## src/rtl/multdiv_seq.sv

```systemverilog
// Sequential signed multiply/divide unit. Multiply is radix-2 Booth and divide is restoring.
// Both do one iteration per cycle, with a fixed 33-cycle latency to a one-cycle result strobe.

module multdiv_shift1 #(
   parameter int W = 8
) (
   input  logic         left,
   input  logic [W-1:0] d,
   output logic [W-1:0] q
);
   // left: logical shift left with zero fill; otherwise arithmetic shift right
   assign q = left ? {d[W-2:0], 1'b0} : {d[W-1], d[W-1:1]};
endmodule

module multdiv_seq (
   input  logic        clock,
   input  logic        reset,
   input  logic [31:0] data_operandA,
   input  logic [31:0] data_operandB,
   input  logic        ctrl_MULT,
   input  logic        ctrl_DIV,
   output logic [31:0] data_result,
   output logic        data_exception,
   output logic        data_resultRDY
);

   typedef enum logic [1:0] {IDLE, MUL, DIV, DONE} state_t;

   state_t      state;
   logic [5:0]  count;
   // acc/lo/opb are shared: Booth A/Q/M in MUL, remainder/quotient/|B| in DIV.
   // acc carries a guard bit so A-M cannot wrap when M = -2^31.
   logic [32:0] acc;
   logic [31:0] lo;
   logic [31:0] opb;
   logic        qm1;
   logic        div_neg;
   logic        div_zero;
   logic        div_ovf;

   logic        start;
   logic [32:0] booth_sum;
   logic [65:0] mul_sh;
   logic [64:0] div_sh;
   logic [33:0] div_trial;

   assign start = ctrl_MULT | ctrl_DIV;

   always_comb begin
      // NOTE: default first so every path assigns booth_sum and no latch is inferred.
      booth_sum = acc;
      case ({lo[0], qm1})
         2'b01:   booth_sum = acc + {opb[31], opb};
         2'b10:   booth_sum = acc - {opb[31], opb};
         default: booth_sum = acc;
      endcase
   end

   multdiv_shift1 #(.W(66)) u_mul_shift (
      .left (1'b0),
      .d    ({booth_sum, lo, qm1}),
      .q    (mul_sh)
   );

   multdiv_shift1 #(.W(65)) u_div_shift (
      .left (1'b1),
      .d    ({acc, lo}),
      .q    (div_sh)
   );

   assign div_trial = {1'b0, div_sh[64:32]} - {2'b00, opb};

   // NOTE: non-blocking assignments throughout, so every register samples pre-edge values.
   always_ff @(posedge clock or posedge reset) begin
      if (reset) begin
         state          <= IDLE;
         count          <= '0;
         acc            <= '0;
         lo             <= '0;
         opb            <= '0;
         qm1            <= 1'b0;
         div_neg        <= 1'b0;
         div_zero       <= 1'b0;
         div_ovf        <= 1'b0;
         data_result    <= '0;
         data_exception <= 1'b0;
         data_resultRDY <= 1'b0;
      end else begin
         data_resultRDY <= 1'b0;
         case (state)
            IDLE, DONE: begin
               state <= IDLE;
               if (start) begin
                  count          <= '0;
                  acc            <= '0;
                  qm1            <= 1'b0;
                  data_exception <= 1'b0;
                  if (ctrl_MULT) begin
                     lo    <= data_operandB;
                     opb   <= data_operandA;
                     state <= MUL;
                  end else begin
                     lo       <= data_operandA[31] ? -data_operandA : data_operandA;
                     opb      <= data_operandB[31] ? -data_operandB : data_operandB;
                     div_neg  <= data_operandA[31] ^ data_operandB[31];
                     div_zero <= (data_operandB == 32'h0000_0000);
                     div_ovf  <= (data_operandA == 32'h8000_0000) &&
                                 (data_operandB == 32'hFFFF_FFFF);
                     state    <= DIV;
                  end
               end
            end

            MUL: begin
               if (count == 6'd32) begin
                  data_result    <= lo;
                  data_exception <= (acc != {33{lo[31]}});
                  data_resultRDY <= 1'b1;
                  state          <= DONE;
               end else begin
                  acc   <= mul_sh[65:33];
                  lo    <= mul_sh[32:1];
                  qm1   <= mul_sh[0];
                  count <= count + 6'd1;
               end
            end

            DIV: begin
               if (count == 6'd32) begin
                  if (div_zero) begin
                     data_result    <= '0;
                     data_exception <= 1'b1;
                  end else begin
                     data_result    <= div_neg ? -lo : lo;
                     data_exception <= div_ovf;
                  end
                  data_resultRDY <= 1'b1;
                  state          <= DONE;
               end else begin
                  count <= count + 6'd1;
                  if (!div_trial[33]) begin
                     acc <= div_trial[32:0];
                     lo  <= {div_sh[31:1], 1'b1};
                  end else begin
                     acc <= div_sh[64:32];
                     lo  <= div_sh[31:0];
                  end
               end
            end

            default: state <= IDLE;
         endcase
      end
   end

endmodule
```

## config.mk

```make
export PLATFORM = sky130hd
export DESIGN_NAME = multdiv_seq
export DESIGN_NICKNAME = d
export VERILOG_FILES = /design/src/rtl/multdiv_seq.sv
export SDC_FILE = /design/constraint.sdc
export NUM_CORES = 1
export LEC_CHECK = 0
export BUFFER_PORTS_ARGS = -buffer_cell sky130_fd_sc_hd__buf_4
export CELL_PAD_IN_SITES_DETAIL_PLACEMENT = 0
export CELL_PAD_IN_SITES_GLOBAL_PLACEMENT = 1
export CORE_MARGIN = 1.5
export CORE_UTILIZATION = 46
export DETAILED_ROUTE_END_ITERATION = 8
export PLACE_DENSITY = 0.92
export SLEW_MARGIN = 20
export SYNTH_ARGS = -nofsm -noshare
export SYNTH_HDL_FRONTEND = slang
export SYNTH_SLANG_ARGS = --single-unit
export TNS_END_PERCENT = 10
```

## constraint.sdc

```tcl
create_clock -name clock -period 5.4 [get_ports clock]
set_clock_uncertainty 0.1 [all_clocks]
set_input_delay 1.08 -clock clock [delete_from_list [all_inputs] [get_ports clock]]
set_output_delay 1.08 -clock clock [all_outputs]
set_load 0.1 [all_outputs]
```

* Yosys cells after proc, flatten, opt, wreduce, memory -nomap -nowiden
Index checks and enable logic that the tools add are counted.
Cells by class: $add $sub $neg 7, eq/ne operators 16, multiplexer cells 36, bitwise gates (word level) 3, reductions and logical operators 14
Operators with widths (count):
- 2-to-1 mux 32 bit | 11
- 2-to-1 mux 33 bit | 4
- one-hot mux 33 bit (3 select lines) | 1
- negator 32 bit | 3
- one-hot mux 32 bit (3 select lines) | 1
- one-hot mux 33 bit (2 select lines) | 1
- == test 32 bit, second input constant | 2
- one-hot mux 32 bit (2 select lines) | 1
- subtractor 33 x 32 -> 34 bit | 1
- adder 33 bit | 1
- != test 33 bit | 1
- subtractor 33 bit | 1
- logical NOT 32 bit | 1
- AND reduction 3 bit | 5
- 2-to-1 mux 6 bit | 2
- != test 2 bit, second input constant | 6
- one-hot mux 6 bit (2 select lines) | 1
- 2-to-1 mux 1 bit | 8
- adder 6 x 1 -> 6 bit, second input constant | 1
- == test 2 bit, second input constant | 3
- == test 6 bit, second input constant | 1
- 2-to-1 mux 2 bit | 3
- == test 2 x 1 -> 1 bit, second input constant | 2
- one-hot mux 2 bit (2 select lines) | 1
- other kinds (11) | 14
Storage, ports and cells: register bits 143, input port bits 68, output and inout bits 34, logic and storage cells 88

* Longest topological paths before layout
Gate-level depths: netlist of run 1.
word-level depth 5, gate-level depth with buffers 20, gate-level depth less buffers 18

* By module
From an unflattened synthesis of run 1, not the netlist that was laid out.
Second synthesis, totals: cells, all modules 1892, area, all modules 15517.4 µm²
By module, submodules not included:
- multdiv_seq | instances 1, cells each 1747, area each 13583.0 µm²
- multdiv_shift1 (u_div_shift) | instances 1, cells each 72, area each 983.4 µm²
- multdiv_shift1 (u_mul_shift) | instances 1, cells each 73, area each 950.9 µm²

* Least setup slack after synthesis of run 1
Ideal clock, no wire load.
path type reg-to-reg, start point register opb[7], end point register acc[31], library setup time 0.142 ns, data arrival time 4.003 ns, data required time 5.158 ns, path slack 1.155 ns, stages on the path, launching flop included 19, cell sequence dfrtp_1 > nor4_1 > and4_1 > and2_1 > nand3_1 > nor4_1 > nor2b_1 > a31oi_1 > xnor2_1 > ha_1 > clkbuf_1 > nand2_1 > o21bai_1 > a311oi_2 > nor3_1 > o21a_1 > or3_1 > xor2_1 > o221ai_1
Between the ends: word-level cells in the longest chain between the ends 4
Ends and longest elaborated chain:
- start: declaration | RTL line 35 | logic [31:0] opb;
- start signal: assignment | RTL line 100 | opb <= data_operandA;
- start signal: assignment | RTL line 104 | opb <= data_operandB[31] ? -data_operandB : data_operandB;
- subtractor 33 bit, or another cell as far along | RTL line 54 | 2'b10: booth_sum = acc - {opb[31], opb};
- one-hot mux 33 bit (2 select lines) / 2-to-1 mux 33 bit (equally long branches) | RTL line 52, 141
- 2-to-1 mux 33 bit, on equally long branches | RTL line 115, 129
- one-hot mux 33 bit (3 select lines) (*) | RTL line 90 | case (state)
- end signal: assignment | RTL line 121 | acc <= mul_sh[65:33];
- end signal: assignment | RTL line 142 | acc <= div_trial[32:0];
- end signal: assignment | RTL line 145 | acc <= div_sh[64:32];
- end: declaration | RTL line 33 | logic [32:0] acc;
Every way passes the cells marked *; elsewhere a longest branch is shown, timed or not. The select of a mux whose other input is x is not followed. A chain may end at the register's enable or synchronous reset.

* Final worst setup path of run 1
Same ends and word-level chain as after synthesis.

==> impl_metrics.toml, run 1 <==
[detailed_routing]
ant_nets = 0
drc_errors = 0
dr.pass1.iters = 9
drt-initial-drc-count = 1376
vias_per_cell = 6.16
wl_per_cell_um = 19.5
detail_route.wirelength_mm = 41.9
vias = 13200

[yosys]
ys_seq_area_share_pct = 26.6
synth_seq_cells = 143
ys_types = 80
synth_area_leader_cell = "dfrtp_1"
synth_warnings = 0
synth.area.top_cells = "dfrtp_1 27%, ha_1 6.9%, xnor2_1 6.1%"
synth-edff-count = 0
synth-main-ff-cell = "dfrtp_1"
synth_fp_nets = 1864
synthArstFlopShare_pct = 100
yosysTopAreaCellShare_pct = 26.6
synth_cells = 1720
syn_area_sq_um = 13400
syn_area_per_cell_sq_um = 7.81

[finish]
multi_input_area_sq_um = 9220
fillers = 2803
utilization_pct = 52.2
register_area_sq_um = 3580
area_growth_pct = 11.5
layout-drive-gt1-share_pct = 9.94
fin_nets = 1891
n_antenna_cell = 0

[die]
pin_count = 102
rows = 62
start_util_pct = 46.8
die_area_sq_um = 30300
die_w_um = 174
core_sq_um = 28700
die_y_um = 174

[pwr]
ir_drop_v = 0.000346
p_leak_nw = 6.44
p_per_area_nw_per_um2 = 611

[worst_setup_path]
startpoint_type = "flop"
required_ns = 5.57
end_kind = "flop"
crit_fanout = 6
worst_ep_arrival_time_ns = 5.07
crit_type = "flop to flop"

[cts]
cts_setup_buffers = 0
cts_buffer_depth = 2
h-tree-depth = 4
holdBufCountCts = 0
cts.sinks = 143
cts.clk_slew.worst_paths_ns = 0.07
cts_tree = "built"
insertion_delay_ns = 0.43
cts_made_buffers = 17
root_buffer = "clkbuf_16"

[global_route]
antenna_found_initial = 0
busiest_layer = "met2"
gr-usage-met1_pct = 39.0
grt_usage_pct = 27.5
grt_max_degree = 110
grt_pass1_vias = 12100
use_met2_pct = 43.2
grt-ovfl-total = 0
gr-usage-met3_pct = 4.72
grt_pass1_wl_mm = 66.4

[timing]
period_needed_ns = 4.90
rsz0062_at_grt = "no"
finalHoldViolCount = 0
fin_tns_setup_ns = 0
tightest_slew_ns = 1.09
setup_viol_count_final = 0
whs_ns = 0.381
finalCritPeriodShare_pct = 90.8
final_max_slew_viol_count = 0
slew_headroom_pct = 27.5
max_freq_mhz = 204

[run]
maxCapViolCount = 0

[place]
gp_congestion = 0.926
hpwl_mm = 32.3
port_buffers = 101

[run_status]
status = "complete, no violations"

[hold_path]
hold_path.class = "flop to flop"
[power breakdown]
part	total, mW	switching, mW	internal [mW]	leakage [nW]
logic	6.08	3.76	2.32	4.27
clock network	1.18	0.511	0.667	0.279
registers	1.90	0.493	1.40	1.89
total	9.16	4.76	4.39	6.44
[metal layers]
layer / wire [um] / vias up
met5: 0 / -
met4: 861 / 0
met3: 3010 / 52
met2: 19000 / 516
met1: 19100 / 6267
li1: - / 6371
[synthesized netlist by cell type, types with 11 or more instances]
library cell and n:
and3_1 12, o31ai_1 26, o221ai_1 26, nand3_1 19, nor4_1 26, a211oi_1 13
xor2_1 80, a21oi_1 117, nand4_1 21, dfrtp_1 143, or3_1 11, o21ai_0 149
nand2b_1 17, xnor2_1 94, a22oi_1 44, buf_1 13, nor3_1 37, a31oi_1 36
o21ai_1 30, nor2_1 130, clkbuf_1 87, ha_1 74, nor2b_1 12, inv_1 70
a21o_1 30, mux2i_1 36, o41ai_1 14, nand2_1 204, a22o_1 11
[sequential cells by signal, summed over array words and instances, names as in the netlist]
signal and flops:
acc 33, count 6, data_exception 1, data_result 32, data_resultRDY 1, div_neg 1, div_ovf 1, div_zero 1
lo 32, opb 32, qm1 1, state 2
[timing repair]
item | 4_1_cts | 5_1_grt
setup endpoints to repair | 0 | 2
hold endpoints to repair | 0 | 0
gates resized for setup | 0 | 1
[worst paths after layout]
kind                            startpoint  depth (start not counted)  slack (ns)         endpoint
setup / recovery                    opb[7]                         17        0.50          acc[31]
hold / removal             data_result[28]                          2        0.38  data_result[28]
setup reg to reg                    opb[7]                         17        0.50          acc[31]
hold reg to reg            data_result[28]                          2        0.38  data_result[28]
max in group asynchronous            reset                          3        3.56  data_result[13]
min in group asynchronous            reset                          2        0.70         count[3]
[critical path, stage by stage (launching register included)]
cell,delay [ns]
dfrtp_1,0.43
nor4_2,0.43
and4_1,0.30
and2_1,0.21
nand3_1,0.16
nor4_1,0.48
nor2b_1,0.28
nor2_1,0.08
xnor2_1,0.15
ha_1,0.40
and4_1,0.24
o21ai_0,0.17
a311oi_2,0.31
nor3_1,0.10
o21a_1,0.19
or3_1,0.35
xor2_1,0.20
o221ai_1,0.16
[stage by stage]
step | power [mW] | area (sq um) | std cells | setup slack (ns)
CTS | 9.06 | 15000 | 2144 | 0.366
detailed placement | 7.85 | 14400 | 2112 | 0.455
global route | 9.87 | 15000 | 2144 | 0.0796
finish | 9.16 | 15000 | 2144 | 0.499
global placement | 7.75 | 14400 | 2112 | 0.531
floorplan | 6.45 | 13400 | 1720 | 0.382
[final cells by class]
class	instances	share of cell area [%]
multi-input cells	1401	61.5
flip-flops and latches	143	23.9
repair buffers	114	5.71
well taps	384	3.21
clock buffers	19	3.02
inverters	70	1.80
clock inverters	13	0.843
[cells by family after synthesis]
logic type / synth area share, %
multiplexers: 2.96
adder cells (fa/ha/maj): 7.19
AND/OR/NAND/NOR: 18.5
XOR/XNOR: 11.3
buffers and inverters: 4.99
AO/OA/AOI/OAI: 28.4
flip-flops: 26.6
[cell usage in the layout, fill, tap and decap left out, types with 26 or more instances in the layout]
| master | count |
|---|---|
| xor2_1 | 80 |
| a21oi_1 | 117 |
| inv_1 | 69 |
| nand2_1 | 202 |
| ha_1 | 74 |
| o221ai_1 | 26 |
| nor3_1 | 37 |
| dfrtp_1 | 143 |
| o21ai_1 | 29 |
| o21ai_0 | 148 |
| nor2_1 | 130 |
| buf_4 | 114 |
| xnor2_1 | 94 |
| a22oi_1 | 44 |
| o31ai_1 | 26 |
| a31oi_1 | 36 |
| mux2i_1 | 36 |
| a21o_1 | 30 |
(Power assumes the default switching activity.)
==> run 2, diff against run 1 <==
GPL_TIMING_DRIVEN = 0   (was default)
==> run 2 against run 1 <==
Cell area increased by 2.1%. Register-to-register slack got worse by 0.31 ns. Sequential share of layout area decreased by 0.50 points. Sequential cell count unchanged. First-iteration DRC count increased by 16%. Via count increased by 7.2%. Critical path type unchanged. Total power increased by 3.6%. Non-clock buffer count increased by 93. Utilization increased by 1.1 points. Global-route usage increased by 4.3 points. Largest cell class unchanged. Clock-buffer cell count decreased by 2.
==> impl_metrics.toml, run 2 (synthesis results as in run 1) <==
[global_route]
grt-ovfl-total = 0
grt_pass1_vias = 13300
grt_max_degree = 84
grt_pass1_wl_mm = 75.6
grt_usage_pct = 31.8
antenna_found_initial = 1

[cts]
h-tree-depth = 4
cts_buffer_depth = 2
cts_tree = "built"
cts.sinks = 143
cts_made_buffers = 17
cts.clk_slew.worst_paths_ns = 0.07
root_buffer = "clkbuf_16"
holdBufCountCts = 0
insertion_delay_ns = 0.44

[timing]
finalCritPeriodShare_pct = 96.5
tightest_slew_ns = 1.05
setup_viol_count_final = 0
final_max_slew_viol_count = 0
finalHoldViolCount = 0
period_needed_ns = 5.21
slew_headroom_pct = 29.4
max_freq_mhz = 192

[worst_setup_path]
crit_fanout = 8
crit_type = "flop to flop"
cp_slowest_cell = "dfrtp_1"
crit_top_cell = "nor4_4"
end_kind = "flop"
slowest_delay_ns = 0.48
startpoint_type = "flop"
worst_ep_arrival_time_ns = 5.39
required_ns = 5.58
crit_chain = "nor4_4 > and4_1 > and2_1 > nand3_1 > nor4_4 > nor2b_1 > a31oi_1 > xnor2_1 > ha_1 > clkbuf_1 > nand2_1 > o21bai_1 > a311oi_2 > buf_4 > nor3_1 > o21a_1 > or3_1 > xor2_1 > o221ai_1"

[die]
pin_count = 102
core_sq_um = 28700
die_area_sq_um = 30300
start_util_pct = 46.8
rows = 62
die_y_um = 174
die_w_um = 174

[finish]
final_common_cell = "nand2_1"
multi_input_area_sq_um = 9240
fillers = 2819
layout-drive-gt1-share_pct = 9.07
register_area_sq_um = 3580
fin_nets = 1984
largest_register = "acc"
utilization_pct = 53.3
n_antenna_cell = 0
final_cell_mix = "204 x nand2_1, 148 x o21ai_0, 143 x dfrtp_1, 129 x nor2_1, 117 x a21oi_1"
largest_reg_flops = 33
area_growth_pct = 13.8

[place]
hpwl_mm = 37.5
gp_congestion = 0.990
port_buffers = 99

[detailed_routing]
wl_per_cell_um = 21.6
ant_nets = 0
drc_errors = 0
vias_per_cell = 6.33
dr.pass1.iters = 7
detail_route.wirelength_mm = 48.2
drt-initial-drc-count = 1598
vias = 14200

[pwr]
p_leak_nw = 6.52
p_total_mw = 9.49
ir_drop_v = 0.000241
p_per_area_nw_per_um2 = 620

[run_status]
status = "complete, no violations"

[hold_path]
hold_path.class = "flop to flop"

[run]
maxCapViolCount = 0
## run 2: metal layers
metal / routed length [um] / vias to the layer above / GRT usage (%) / share of wire (%)
li1: - / 6541 / - / -
met1: 20300 / 6814 / 42.8 / 42
met2: 22300 / 685 / 51.6 / 46
met3: 3910 / 114 / 4.81 / 8.1
met4: 1700 / 2 / 11.7 / 3.5
met5: 11 / - / 0 / 0.023
## run 2: timing repair
item,in CTS,in global routing
setup buffers,0,1
gates resized for setup,2,6
pin swaps,0,1
gates cloned,0,0
endpoints found under the setup margin,2,2
## run 2: final timing paths
check | from | end | slack, ns | cells past startpoint
hold reg to reg | data_result[24] | data_result[24] | 0.38 | 2
setup / recovery | opb[7] | acc[31] | 0.19 | 19
min in group asynchronous | reset | acc[5] | 0.55 | 2
max in group asynchronous | reset | div_ovf | 3.84 | 3
setup reg to reg | opb[7] | acc[31] | 0.19 | 19
hold / removal | data_result[24] | data_result[24] | 0.38 | 2
## run 2: through the flow
stage / TNS [ns] / instances / hold slack [ns] / setup WS [ns] / instance area [sq um]
3_5_place_dp: -0.370 / 2204 / 0.371 / -0.208 / 14700
6_report: 0 / 2237 / 0.380 / 0.189 / 15300
3_3_place_gp: -207.17 / 2203 / 0.368 / -1.46 / 14700
2_1_floorplan: 0 / 1720 / 0.345 / 0.382 / 13400
4_1_cts: 0 / 2236 / 0.385 / 0.0120 / 15300
5_1_grt: -0.0136 / 2237 / 0.401 / -0.0136 / 15300
## run 2: critical path, delay by kind of cell, from the launching register on
kind | cells | cell delay [ns]
AOI/OAI and AO/OA | 5 | 1.00
and+or+nand+nor | 9 | 2.36
DFF | 1 | 0.48
adders and majority gates | 1 | 0.27
xor gates and xnor gates | 2 | 0.37
buffers and inverters | 2 | 0.48
## run 2: final cells by class
class / instances / share of cell area [%]
Multi-Input combinational cell: 1401 / 60.4
Buffer: 106 / 2.67
Clock buffer: 17 / 2.78
Clock inverter: 15 / 0.826
Timing Repair Buffer: 101 / 5.09
Inverter: 70 / 1.77
Sequential cell: 143 / 23.4
Tap cell: 384 / 3.14
## run 2: power by group
group / switching, mW / total [mW] / internal, mW / leakage [nW]
Clock: 0.538 / 1.14 / 0.602 / 0.274
Combinational: 4.11 / 6.47 / 2.36 / 4.36
Sequential: 0.474 / 1.87 / 1.40 / 1.89
